## src/rtl/branch_resolve_unit_pkg.sv

```systemverilog
// Shared definitions for the EX-stage branch resolution slice.
//   br_op_e     : encoding of the ex_br_op field
//   ctr_weak_nt : reset value of a predictor counter (weakly-not-taken)
package branch_resolve_unit_pkg;

  typedef enum logic [2:0] {
    BR_NONE = 3'd0,
    BR_BEQ  = 3'd1,
    BR_BNE  = 3'd2,
    BR_BLT  = 3'd3,
    BR_BGE  = 3'd4,
    BR_JAL  = 3'd5,
    BR_JR   = 3'd6,
    BR_RSVD = 3'd7
  } br_op_e;

  // Weakly-not-taken: 2^(bits-1)-1
  function automatic int unsigned ctr_weak_nt(input int unsigned bits);
    return (32'd1 << (bits - 1)) - 32'd1;
  endfunction

endpackage

```

## src/rtl/branch_resolve_unit_sat_counter.sv

```systemverilog
// Saturating up/down counter with enable.
//   clk, rst_n : clock, async active-low reset (loads RST_VAL)
//   en_i       : counter may change this cycle
//   inc_i      : count up (priority over dec_i), stops at all-ones
//   dec_i      : count down, stops at zero
//   cnt_o      : current count
module sat_counter #(
  parameter int unsigned     W       = 2,
  parameter logic [W-1:0]    RST_VAL = '0
) (
  input  logic         clk,
  input  logic         rst_n,
  input  logic         en_i,
  input  logic         inc_i,
  input  logic         dec_i,
  output logic [W-1:0] cnt_o
);

  logic [W-1:0] cnt_q, cnt_d;

  always_comb begin
    cnt_d = cnt_q;
    if (en_i) begin
      if (inc_i) begin
        if (cnt_q != '1) cnt_d = cnt_q + W'(1);
      end else if (dec_i) begin
        if (cnt_q != '0) cnt_d = cnt_q - W'(1);
      end
    end
  end

  always_ff @(posedge clk or negedge rst_n) begin
    if (!rst_n) cnt_q <= RST_VAL;
    else        cnt_q <= cnt_d;
  end

  assign cnt_o = cnt_q;

endmodule

```

## src/rtl/branch_resolve_unit.sv

```systemverilog
// EX-stage branch resolution: target computation, condition evaluation,
// predictor table (read by IF), one-cycle registered redirect/flush and
// saturating performance counters.
//   if_pc / if_pred_taken        : IF-side predictor lookup
//   ex_*                         : instruction being resolved in EX
//   redirect_valid/redirect_pc   : registered one-cycle redirect to IF
//   flush                        : same as redirect_valid, squashes IF/ID
//   branch_cnt / mispred_cnt     : saturating statistics
module branch_resolve_unit
  import branch_resolve_unit_pkg::*;
#(
  parameter int unsigned XLEN      = 32,
  parameter int unsigned SHAMT     = 2,
  parameter int unsigned BHT_DEPTH = 16,
  parameter int unsigned CTR_BITS  = 2,
  parameter int unsigned STAT_W    = 16
) (
  input  logic              clk,
  input  logic              rst_n,
  input  logic [XLEN-1:0]   if_pc,
  output logic              if_pred_taken,
  input  logic              ex_valid,
  input  logic              ex_stall,
  input  logic [2:0]        ex_br_op,
  input  logic [XLEN-1:0]   ex_pc_plus4,
  input  logic [XLEN-1:0]   ex_imm,
  input  logic [XLEN-1:0]   ex_rs_a,
  input  logic [XLEN-1:0]   ex_rs_b,
  input  logic              ex_pred_taken,
  output logic              redirect_valid,
  output logic [XLEN-1:0]   redirect_pc,
  output logic              flush,
  output logic [STAT_W-1:0] branch_cnt,
  output logic [STAT_W-1:0] mispred_cnt
);

  localparam int unsigned           IDX_W   = $clog2(BHT_DEPTH);
  localparam logic [CTR_BITS-1:0]   CTR_RST = CTR_BITS'(ctr_weak_nt(CTR_BITS));
  localparam logic [XLEN-1:0]       JR_MASK = ~((XLEN'(1) << SHAMT) - XLEN'(1));

  br_op_e                          op;
  logic                            is_cond;
  logic                            resolve;
  logic                            taken;
  logic                            mispred;
  logic [XLEN-1:0]                 target;
  logic [XLEN-1:0]                 actual_pc;
  logic [XLEN-1:0]                 upd_pc;
  logic [IDX_W-1:0]                lk_idx;
  logic [IDX_W-1:0]                upd_idx;
  logic [BHT_DEPTH-1:0][CTR_BITS-1:0] bht_q;

  logic                            redirect_valid_q, redirect_valid_d;
  logic [XLEN-1:0]                 redirect_pc_q, redirect_pc_d;

  assign op = br_op_e'(ex_br_op);

  // Anything arriving while a redirect is out is wrong-path and ignored.
  assign resolve = ex_valid && !ex_stall && !redirect_valid_q &&
                   (op != BR_NONE) && (op != BR_RSVD);

  always_comb begin
    is_cond = 1'b0;
    taken   = 1'b0;
    target  = ex_pc_plus4 + (ex_imm << SHAMT);
    case (op)
      BR_BEQ: begin is_cond = 1'b1; taken = (ex_rs_a == ex_rs_b); end
      BR_BNE: begin is_cond = 1'b1; taken = (ex_rs_a != ex_rs_b); end
      BR_BLT: begin is_cond = 1'b1; taken = ($signed(ex_rs_a) <  $signed(ex_rs_b)); end
      BR_BGE: begin is_cond = 1'b1; taken = ($signed(ex_rs_a) >= $signed(ex_rs_b)); end
      BR_JAL: taken = 1'b1;
      BR_JR: begin
        taken  = 1'b1;
        target = ex_rs_a & JR_MASK;
      end
      default: ;
    endcase
  end

  assign actual_pc = taken ? target : ex_pc_plus4;
  // JR has no predicted target, so it always redirects.
  assign mispred   = (op == BR_JR) ? 1'b1 : (taken != ex_pred_taken);

  // Redirect register
  always_comb begin
    redirect_valid_d = resolve && mispred;
    redirect_pc_d    = redirect_pc_q;
    if (resolve && mispred) redirect_pc_d = actual_pc;
  end

  always_ff @(posedge clk or negedge rst_n) begin
    if (!rst_n) begin
      redirect_valid_q <= 1'b0;
      redirect_pc_q    <= '0;
    end else begin
      redirect_valid_q <= redirect_valid_d;
      redirect_pc_q    <= redirect_pc_d;
    end
  end

  assign redirect_valid = redirect_valid_q;
  assign flush          = redirect_valid_q;
  assign redirect_pc    = redirect_pc_q;

  // Predictor table
  assign upd_pc  = ex_pc_plus4 - XLEN'(4);
  assign lk_idx  = if_pc[SHAMT+IDX_W-1:SHAMT];
  assign upd_idx = upd_pc[SHAMT+IDX_W-1:SHAMT];

  for (genvar g = 0; g < BHT_DEPTH; g++) begin : g_bht
    sat_counter #(
      .W       (CTR_BITS),
      .RST_VAL (CTR_RST)
    ) u_ctr (
      .clk   (clk),
      .rst_n (rst_n),
      .en_i  (resolve && is_cond && (upd_idx == IDX_W'(g))),
      .inc_i (taken),
      .dec_i (!taken),
      .cnt_o (bht_q[g])
    );
  end

  assign if_pred_taken = bht_q[lk_idx][CTR_BITS-1];

  // Performance counters
  sat_counter #(
    .W       (STAT_W),
    .RST_VAL ('0)
  ) u_branch_cnt (
    .clk   (clk),
    .rst_n (rst_n),
    .en_i  (resolve),
    .inc_i (1'b1),
    .dec_i (1'b0),
    .cnt_o (branch_cnt)
  );

  sat_counter #(
    .W       (STAT_W),
    .RST_VAL ('0)
  ) u_mispred_cnt (
    .clk   (clk),
    .rst_n (rst_n),
    .en_i  (resolve && mispred),
    .inc_i (1'b1),
    .dec_i (1'b0),
    .cnt_o (mispred_cnt)
  );

  // Only the index bits of the PCs are used.
  logic unused_pc_bits;
  assign unused_pc_bits = ^{if_pc, upd_pc};

endmodule

```

## config.mk

```make
export PLATFORM = sky130hd
export DESIGN_NAME = branch_resolve_unit
export DESIGN_NICKNAME = d
export VERILOG_FILES = /design/src/rtl/branch_resolve_unit_pkg.sv /design/src/rtl/branch_resolve_unit_sat_counter.sv /design/src/rtl/branch_resolve_unit.sv
export SDC_FILE = /design/constraint.sdc
export NUM_CORES = 1
export LEC_CHECK = 0
export CAP_MARGIN = 25
export CORE_ASPECT_RATIO = 0.5
export CORE_MARGIN = 2
export CORE_UTILIZATION = 30
export DETAILED_ROUTE_END_ITERATION = 8
export HOLD_SLACK_MARGIN = 0.12
export PLACE_DENSITY = 0.59
export SYNTH_ARGS = -nofsm -noshare
export SYNTH_HDL_FRONTEND = slang
export SYNTH_SLANG_ARGS = --single-unit
```

## constraint.sdc

```tcl
create_clock -name clk -period 2.85 [get_ports clk]
set_input_delay 0.285 -clock clk [delete_from_list [all_inputs] [get_ports clk]]
set_output_delay 0.285 -clock clk [all_outputs]
set_load 0.1 [all_outputs]
```

# Word level (Yosys, flattened, before mapping)

Cells that the tools add are included.

Output and inout bits: 67
Input bits: 168
Register bits: 97

Eq/ne operators: 59
$add $sub $neg: 36
Reductions and logical operators: 78
Magnitude comparators: 3
Muxes and demuxes: 55

Operators with widths:

| operator                                                                     | count |
|---|---|
| 2-bit 2-to-1 mux                                                             | 49 |
| 32-bit 2-to-1 mux                                                            | 2 |
| 2-bit nonzero test                                                           | 32 |
| 3-bit AND reduction                                                          | 16 |
| 16-bit by 1-bit adder with 16-bit output, second input constant              | 2 |
| 2-bit by 1-bit adder with 2-bit output, second input constant                | 16 |
| 32-bit adder                                                                 | 1 |
| 32-bit == test                                                               | 1 |
| 4-bit == test, second input constant                                         | 8 |
| 32-bit >= comparator                                                         | 1 |
| 32-bit less-than comparator                                                  | 1 |
| 16-bit inequality test, second input constant                                | 2 |
| 2-bit by 1-bit inequality test with 1-bit output, second input constant      | 16 |
| 2-bit inequality test, second input constant                                 | 16 |
| 32-bit inequality test                                                       | 1 |
| 2-bit by 1-bit subtractor with 2-bit output, second input constant           | 16 |
| 1-bit logical AND                                                            | 22 |
| 4-bit by 3-bit == test with 1-bit output, second input constant              | 4 |
| 3-bit == test, second input constant                                         | 3 |
| 2-bit binary-select mux with 4-bit select                                    | 1 |
| 4-bit by 2-bit == test with 1-bit output, second input constant              | 2 |
| 3-bit by 2-bit == test with 1-bit output, second input constant              | 2 |
| 6-bit by 3-bit subtractor with 6-bit output, second input constant           | 1 |
| 4-bit by 5-bit less-than comparator with 1-bit output, second input constant | 1 |
| other kinds (12)                                                             | 15 |

# Logic depth before layout (Yosys ltp)

Gate-level depths: netlist (run 1).

Depth after elaboration: 8
Gate-level depth with buffers: 15
Depth with buffers taken out: 13

# By module

A second synthesis (run 1) with hierarchy kept.

Cells, all modules: 1,046
Area, all modules: 9,337.7 um^2

By module, submodules not included:

| module                           | area each (um^2) | seq. area each (um^2) | instances | cells each |
|---|---|---|---|---|
| branch_resolve_unit              | 4,768.3          | 825.8                 | 1         | 574 |
| sat_counter (g_bht[0].u_ctr ...) | 113.9            | 51.3                  | 16        | 12 |
| sat_counter (u_mispred_cnt)      | 1,378.8          | 400.4                 | 1         | 140 |
| sat_counter (u_branch_cnt)       | 1,368.8          | 400.4                 | 1         | 140 |

# Worst setup path before layout (run 1)

Ideal clock, no wire load.

Path kind: input-to-reg
From: in ex_rs_b[25]
To: reg u_mispred_cnt.cnt_q[12], in the netlist u_mispred_cnt.cnt_o[12]
Buffers on the path: 1
Library setup time: 0.126 ns
Setup slack: -0.231 ns
Arrival: 2.956 ns
Cell stages on the path: 13
Path through: inv_1 > ha_1 > a21o_1 > nand3_1 > a21oi_1 > or4_4 > a21o_1 > o32a_1 > a21o_1 > a31o_1 > buf_6 > nor3_1 > mux2_2

Longest elaborated chain between the ends: 6

Ends and longest elaborated chain:

| element                                            | line                                  | text |
|---|---|---|
| start: declaration                                 | branch_resolve_unit.sv:28             | `input logic [XLEN-1:0] ex_rs_b,` |
| 32-bit >= comparator, or another cell as far along | branch_resolve_unit.sv:70             | `BR_BGE: begin is_cond = 1'b1; taken = ($signed(ex_rs_a) >= $signed(ex_rs_b)); end` |
| 1-bit one-hot mux with 5 select lines *            | branch_resolve_unit.sv:66             | `case (op)` |
| 1-bit inequality test *                            | branch_resolve_unit.sv:82             | `assign mispred = (op == BR_JR) ? 1'b1 : (taken != ex_pred_taken);` |
| 1-bit 2-to-1 mux *                                 | branch_resolve_unit.sv:82             |  |
| 1-bit logical AND *                                | branch_resolve_unit.sv:145            | `.en_i (resolve && mispred),` |
| 2-bit AND reduction (no line) *                    | -                                     |  |
| end signal: assignment                             | branch_resolve_unit_sat_counter.sv:34 | `else cnt_q <= cnt_d;` |
| end: declaration                                   | branch_resolve_unit_sat_counter.sv:19 | `logic [W-1:0] cnt_q, cnt_d;` |

Every way passes the cells marked *; elsewhere a longest branch is shown, timed or not.
A chain may end at the register's enable or synchronous reset.

# Final worst setup path (run 1)

From: in ex_rs_a[22]
To: reg u_mispred_cnt.cnt_q[1], in the netlist u_mispred_cnt.cnt_o[1]

Longest elaborated chain between the ends: 6

Ends and longest elaborated chain:

| element                                            | line                       | text |
|---|---|---|
| start: declaration                                 | branch_resolve_unit.sv:27  | `input logic [XLEN-1:0] ex_rs_a,` |
| 32-bit >= comparator, or another cell as far along | branch_resolve_unit.sv:70  |  |
| 1-bit one-hot mux with 5 select lines *            | branch_resolve_unit.sv:66  |  |
| 1-bit inequality test *                            | branch_resolve_unit.sv:82  |  |
| 1-bit 2-to-1 mux *                                 | branch_resolve_unit.sv:82  |  |
| 1-bit logical AND *                                | branch_resolve_unit.sv:145 |  |
| 2-bit AND reduction (no line) *                    | -                          |  |

Marks and branches as above.

==> impl_metrics.json, run 1 <==
{
  "outcome": "finished clean",
  "fmax_ghz": 0.3607,
  "nets": 1433,
  "pin_count": 235,
  "detail_route.vias_per_cell": 5.079,
  "reg2reg_to": "u_mispred_cnt.cnt_o[1]",
  "vias": 7756,
  "area_delta_synth_final_pct": 55.65,
  "path_class": "in2reg",
  "grt_pass1_vias": 7844,
  "min_to": "redirect_pc[31]",
  "crit_path_end_kind": "flop",
  "hold_depth": 4,
  "p_seq_frac": 0.278,
  "comb_power_share": 0.542,
  "drc": 0,
  "finalSetupViolations": 0,
  "relSlewSlack": 0.5958,
  "period_needed_ns": 2.772,
  "cpMostUsedCell": "a21o_1",
  "async_flop_share": 1.000,
  "portBuffers": 204,
  "power_leakage_nw": 5.192,
  "hold_start": "ex_rs_a[31]",
  "crit_required_ns": 3.10,
  "p_clk_frac": 0.181,
  "drtIter0Drc": 563,
  "synth_cell_types": 62,
  "whs_ns": 0.3171,
  "cts_buffers": 9,
  "grt_use_total": 0.1981,
  "tightest_slew_ns": 0.6064,
  "ys_warn_count": 0,
  "synth_area_um2": 7358,
  "ys_top_cells_by_count": "119 x o21ai_0, 110 x nand2_1, 81 x dfrtp_1, 65 x a21oi_1, 63 x ha_1",
  "placed_area_um2": 10570,
  "fp.dieW_um": 225.5,
  "dp_hpwl_um": 19880,
  "grt_pass1_wl_um": 40360,
  "cp_cell_sequence": "clkdlybuf4s15_2, ha_4, nand4_1, buf_4, a2111oi_4, or4_4, a21o_1, o32a_1, a21o_1, a31o_4, nor2b_4, mux2_4",
  "finalHoldViolCount": 0,
  "path_buf_inv": 2,
  "ys_seq_area_frac": 0.3326,
  "start_kind": "input pin",
  "crit_arrival_ns": 3.02,
  "synthFlopType": "dfrtp_1",
  "cts_tree": "yes",
  "cp_slowest_stage_delay_ns": 0.43,
  "grt_max_degree": 43,
  "fin_skew_ns": 0.01220,
  "p_sw_frac": 0.5034,
  "nFillCells": 2281,
  "gp_congestion": 0.8678,
  "final_cell_area_um2": 11450,
  "drv_cap": 0,
  "die_area_um2": 25870,
  "clkTransAtPathRegs_ns": 0.08,
  "power.switching_mw": 3.415,
  "antenna_found_initial": 6,
  "intPower_mw": 3.370,
  "synth_nets": 1120,
  "slowest_stage": "or4_4",
  "core_area_um2": 24020,
  "synth_top_area_share": 0.2755,
  "slew_violations": 0,
  "netlist_instances": 888,
  "grt_overflow": 0,
  "fin_cells": 1527,
  "cts_num_sinks": 97,
  "timing.reg2reg.setup_slack_ns": 0.71,
  "cts_max_path_buffers": 2,
  "rr_worst_depth": 6,
  "insertion_delay_ns": 0.36,
  "dp.cells": 1488,
  "totalPowerFinal_mw": 6.785,
  "htree_levels": 3,
  "avgSynthCellArea_um2": 8.286,
  "place_ws_ns": -0.7695,
  "synth-edff-count": 0,
  "synth_most_common_cell": "o21ai_0",
  "die_h_um": 114.7,
  "rows": 40,
  "reg2reg_from": "u_mispred_cnt.cnt_o[8]",
  "initial_core_util": 0.3063,
  "synth_top_area_cell": "dfrtp_1",
  "irDropWorstVdd_mv": 0.4942,
  "totalWireLength_um": 25700,
  "cp_max_fo": 5,
  "fin_ws_ns": 0.07758,
  "rsz0062_at_grt": "true",
  "synth-seq-cells": 97,
  "firstDrtPassIters": 5,
  "ys_top_cells_by_area": "dfrtp_1 28%, ha_1 11%, o21ai_0 8.1%",
  "postRouteAntennaNets": 0,
  "crit_family": "compound AO/OA/AOI/OAI gates",
  "post-route-period-util": 0.9728,
  "wl_per_cell_um": 16.83,
  "p_per_area_nw_per_um2": 592.4,
  "root_buffer": "clkbuf_16",
  "drive_gt1_frac": 0.3085,
  "hold_path.class": "in2reg"
}
## cell type report
type / instances / area, um^2 / area share
flip-flops and latches: 97 / 2447 / 0.2137
multi-input cells: 701 / 5215 / 0.4553
repair buffers: 338 / 2895 / 0.2528
clock inverters: 7 / 58.81 / 0.005134
clock buffers: 9 / 225.2 / 0.01966
well taps: 315 / 394.1 / 0.03441
diodes: 6 / 15.01 / 0.001311
inverters: 54 / 202.7 / 0.01770
## power by group through the flow
| stage | clock network (mW) | logic (mW) | registers [mW] |
|---|---|---|---|
| after floorplan | 0 | 0.826 | 3.51 |
| after global placement | 0 | 3.52 | 1.90 |
| after detailed placement | 0 | 3.55 | 1.91 |
| after CTS | 1.26 | 3.64 | 1.89 |
| after global routing | 1.32 | 3.87 | 1.92 |
| final | 1.23 | 3.68 | 1.88 |
## tightest hold or removal path, cell delays in order
cell and delay (ns):
buf_2 0.12, inv_1 0.05, or3_1 0.09, o311ai_1 0.09
## per-stage QoR
step                      setup TNS (ns)    util
after floorplan                        0       -
after global placement            -48.83  0.4399
after detailed placement          -51.96  0.4399
after CTS                              0  0.4701
after global routing            -0.05109  0.4768
final                                  0  0.4768
## repair_timing
action,CTS,global route
cloned,1,0
endpoints found under the setup margin,80,74
hold endpoints to repair,40,0
setup buffers,12,4
hold buffers,1,0
pin swaps,59,27
gates resized for setup,211,46
## placed cells by master, fill, tap and decap left out, drive strengths merged, types with 4 or more instances in the layout
master,synthesis,final
o211ai,41,41
clkbuf,28,11
clkdlybuf4s15,0,9
xnor2,24,24
nand2b,13,13
and3,14,14
nor4,7,7
a211oi,8,8
ha,63,63
nand2,110,110
nand4,19,19
o311ai,4,4
a21o,17,17
diode,0,6
a21oi,65,65
mux4,5,5
or3,4,4
buf,9,220
nand3,28,28
dfstp,16,16
and4,4,4
nor2b,10,10
dlymetal6s2s,0,5
clkdlybuf4s50,0,70
and2,4,4
nor3,13,13
nor2,52,52
o31ai,4,4
dfrtp,81,81
o21a,4,4
dlygate4sd2,0,31
xor2,28,28
o21ai,119,119
inv,54,58
## registers in the layout, summed over array words and instances (netlist names)
| name | cells |
|---|---|
| g_bht.u_ctr.cnt_o | 32 |
| redirect_pc | 32 |
| u_branch_cnt.cnt_o | 16 |
| u_mispred_cnt.cnt_o | 16 |
| flush | 1 |
## layer usage
metal / track usage / wire [um]
met5: 0 / 0
met1: 0.2498 / 11410
met3: 0.02811 / 695
met2: 0.3397 / 12660
met4: 0.09316 / 931
## cells by family after synthesis
family / after synthesis / synth area share
mux: 8 / 0.01989
simple gates: 286 / 0.1891
fa+ha+maj: 64 / 0.1098
compound gates: 290 / 0.2375
buf+inv: 91 / 0.04914
flops: 97 / 0.3326
xor+xnor: 52 / 0.06189
## how the worst max path moves through the flow
stage,endpoint,cells past startpoint,slack (ns),startpoint
5_1_grt,u_mispred_cnt.cnt_o[10],12,-0.02,ex_rs_a[19]
4_1_cts,u_mispred_cnt.cnt_o[10],14,0.002,ex_rs_a[3]
3_3_place_gp,u_mispred_cnt.cnt_o[6],16,-0.74,ex_rs_b[30]
6_report,u_mispred_cnt.cnt_o[1],12,0.08,ex_rs_a[22]
3_5_place_dp,u_mispred_cnt.cnt_o[6],16,-0.77,ex_rs_b[30]
2_1_floorplan,redirect_pc[29],15,0.001,ex_rs_b[21]
Note: power is estimated with default switching activity, not from simulation.
==> run 2, diff against run 1 <==
--- a/config.mk
+++ b/config.mk
@@ -7,7 +7,6 @@
 export LEC_CHECK = 0
 export CAP_MARGIN = 25
 export CORE_ASPECT_RATIO = 0.5
-export CORE_MARGIN = 2
 export CORE_UTILIZATION = 30
 export DETAILED_ROUTE_END_ITERATION = 8
 export HOLD_SLACK_MARGIN = 0.12
==> run 2 against run 1 <==
Setup slack worse by 0.035 ns. Largest power group unchanged. Largest cell class unchanged. Combinational power about the same. Sequential power about the same. Routed wire length down 1.5%.
==> impl_metrics.json, run 2 (synthesized netlist as in run 1, its figures left out) <==
{
  "antenna_found_initial": 9,
  "insertion_delay_ns": 0.37,
  "hold_path.class": "in2reg",
  "finalSetupViolations": 0,
  "wl_per_cell_um": 16.65,
  "core_area_um2": 24020,
  "slew_violations": 0,
  "cts_num_sinks": 97,
  "vias": 7780,
  "crit_family": "compound AO/OA/AOI/OAI gates",
  "postRouteAntennaNets": 0,
  "cts_tree": "yes",
  "crit_arrival_ns": 3.07,
  "grt_pass1_wl_um": 40740,
  "p_per_area_nw_per_um2": 612.5,
  "irDropWorstVdd_mv": 0.4993,
  "power_leakage_nw": 5.164,
  "firstDrtPassIters": 5,
  "cp_cell_sequence": "buf_2, ha_4, a21o_1, nand3_2, a211oi_2, or4_4, a21o_1, o32a_1, a21o_1, a31o_4, nor3_4, mux2_4",
  "grt_max_degree": 66,
  "crit_required_ns": 3.11,
  "grt_pass1_vias": 7908,
  "whs_ns": 0.3202,
  "nets": 1420,
  "outcome": "finished clean",
  "period_needed_ns": 2.808,
  "cts_buffers": 9,
  "grt_overflow": 0,
  "slowest_stage": "or4_4",
  "post-route-period-util": 0.9852,
  "setup_tns_ns": 0,
  "die_h_um": 112.7,
  "rsz0062_at_grt": "true",
  "drtIter0Drc": 444,
  "drive_gt1_frac": 0.3127,
  "die_area_um2": 25200,
  "cts_max_path_buffers": 2,
  "gp_congestion": 0.8815,
  "fmax_ghz": 0.3562,
  "portBuffers": 204,
  "pin_count": 235,
  "path_class": "in2reg",
  "final_cell_mix": "177 x buf_4, 108 x nand2_1, 105 x o21ai_0",
  "root_buffer": "clkbuf_16",
  "grt_use_total": 0.2051,
  "area_delta_synth_final_pct": 55.06,
  "final_common_cell": "buf_4",
  "totalWireLength_um": 25300,
  "cp_slowest_stage_delay_ns": 0.48,
  "relSlewSlack": 0.6691,
  "final_cell_area_um2": 11410,
  "dp_hpwl_um": 19750,
  "cpMostUsedCell": "a21o_1",
  "fp.dieW_um": 223.5,
  "fin_skew_ns": 0.01024,
  "htree_levels": 3,
  "tightest_slew_ns": 0.4963,
  "finalHoldViolCount": 0,
  "start_kind": "input pin",
  "path_buf_inv": 1,
  "utilization": 0.4749,
  "detail_route.vias_per_cell": 5.122,
  "cp_max_fo": 5,
  "rows": 40,
  "placed_area_um2": 10520,
  "crit_path_end_kind": "flop",
  "clkTransAtPathRegs_ns": 0.08,
  "initial_core_util": 0.3063,
  "drc": 0,
  "drv_cap": 0
}
==> run 2: layout make-up <==
| type | count | area, um^2 |
|---|---|---|
| Timing Repair Buffer | 325 | 2751 |
| Fill cell | 2324 | 12610 |
| Clock inverter | 6 | 105.1 |
| Sequential cell | 97 | 2447 |
| Antenna cell | 11 | 27.53 |
| Inverter | 54 | 202.7 |
| Multi-Input combinational cell | 701 | 5243 |
| Tap cell | 315 | 394.1 |
| Clock buffer | 10 | 239.0 |
==> run 2: final timing paths <==
| path | slack (ns) | from | endpoint | cells after the start |
|---|---|---|---|---|
| max | 0.04 | ex_rs_a[21] | u_mispred_cnt.cnt_o[12] | 12 |
| min | 0.32 | ex_rs_a[31] | redirect_pc[31] | 4 |
| max reg2reg | 0.72 | u_mispred_cnt.cnt_o[8] | u_mispred_cnt.cnt_o[1] | 6 |
| min reg2reg | 0.48 | redirect_pc[22] | redirect_pc[22] | 2 |
| max in group asynchronous | 1.67 | rst_n | g_bht[11].u_ctr.cnt_o[0] | 3 |
| min in group asynchronous | 0.42 | rst_n | g_bht[1].u_ctr.cnt_o[1] | 2 |
==> run 2: tightest hold or removal path: stages <==
cell      delay, ns
buf_2          0.13
inv_1          0.06
or3_1          0.10
o311ai_1       0.09
==> run 2: repair_timing <==
action | CTS | global route
gates cloned | 1 | 0
hold buffers | 1 | 0
resized for setup | 172 | 87
endpoints found under the setup margin | 80 | 47
buffers inserted | 11 | 1
pin swaps | 56 | 37
hold endpoints to repair | 26 | 0
==> run 2: routing by layer <==
layer,routed length [um],part of all wire,track usage
met1,10870,0.43,0.2485
met2,12820,0.51,0.3607
met3,867,0.034,0.03895
met4,738,0.029,0.08265
met5,0,0,0
==> run 2: power by group <==
group          switching [mW]  internal [mW]  total (mW)
Sequential              0.216           1.67        1.89
Combinational            2.58           1.08        3.66
Clock                   0.624          0.814        1.44
Total                    3.42           3.57        6.99
==> run 2: per-stage QoR <==
stage / worst slack, ns / power (mW) / cells
floorplan: 0.001447 / 4.337 / 888
global placement: -0.6013 / 5.423 / 1478
detailed placement: -0.6970 / 5.466 / 1478
CTS: -0.01470 / 7.018 / 1507
global route: -0.04952 / 7.325 / 1518
finish: 0.04219 / 6.988 / 1519
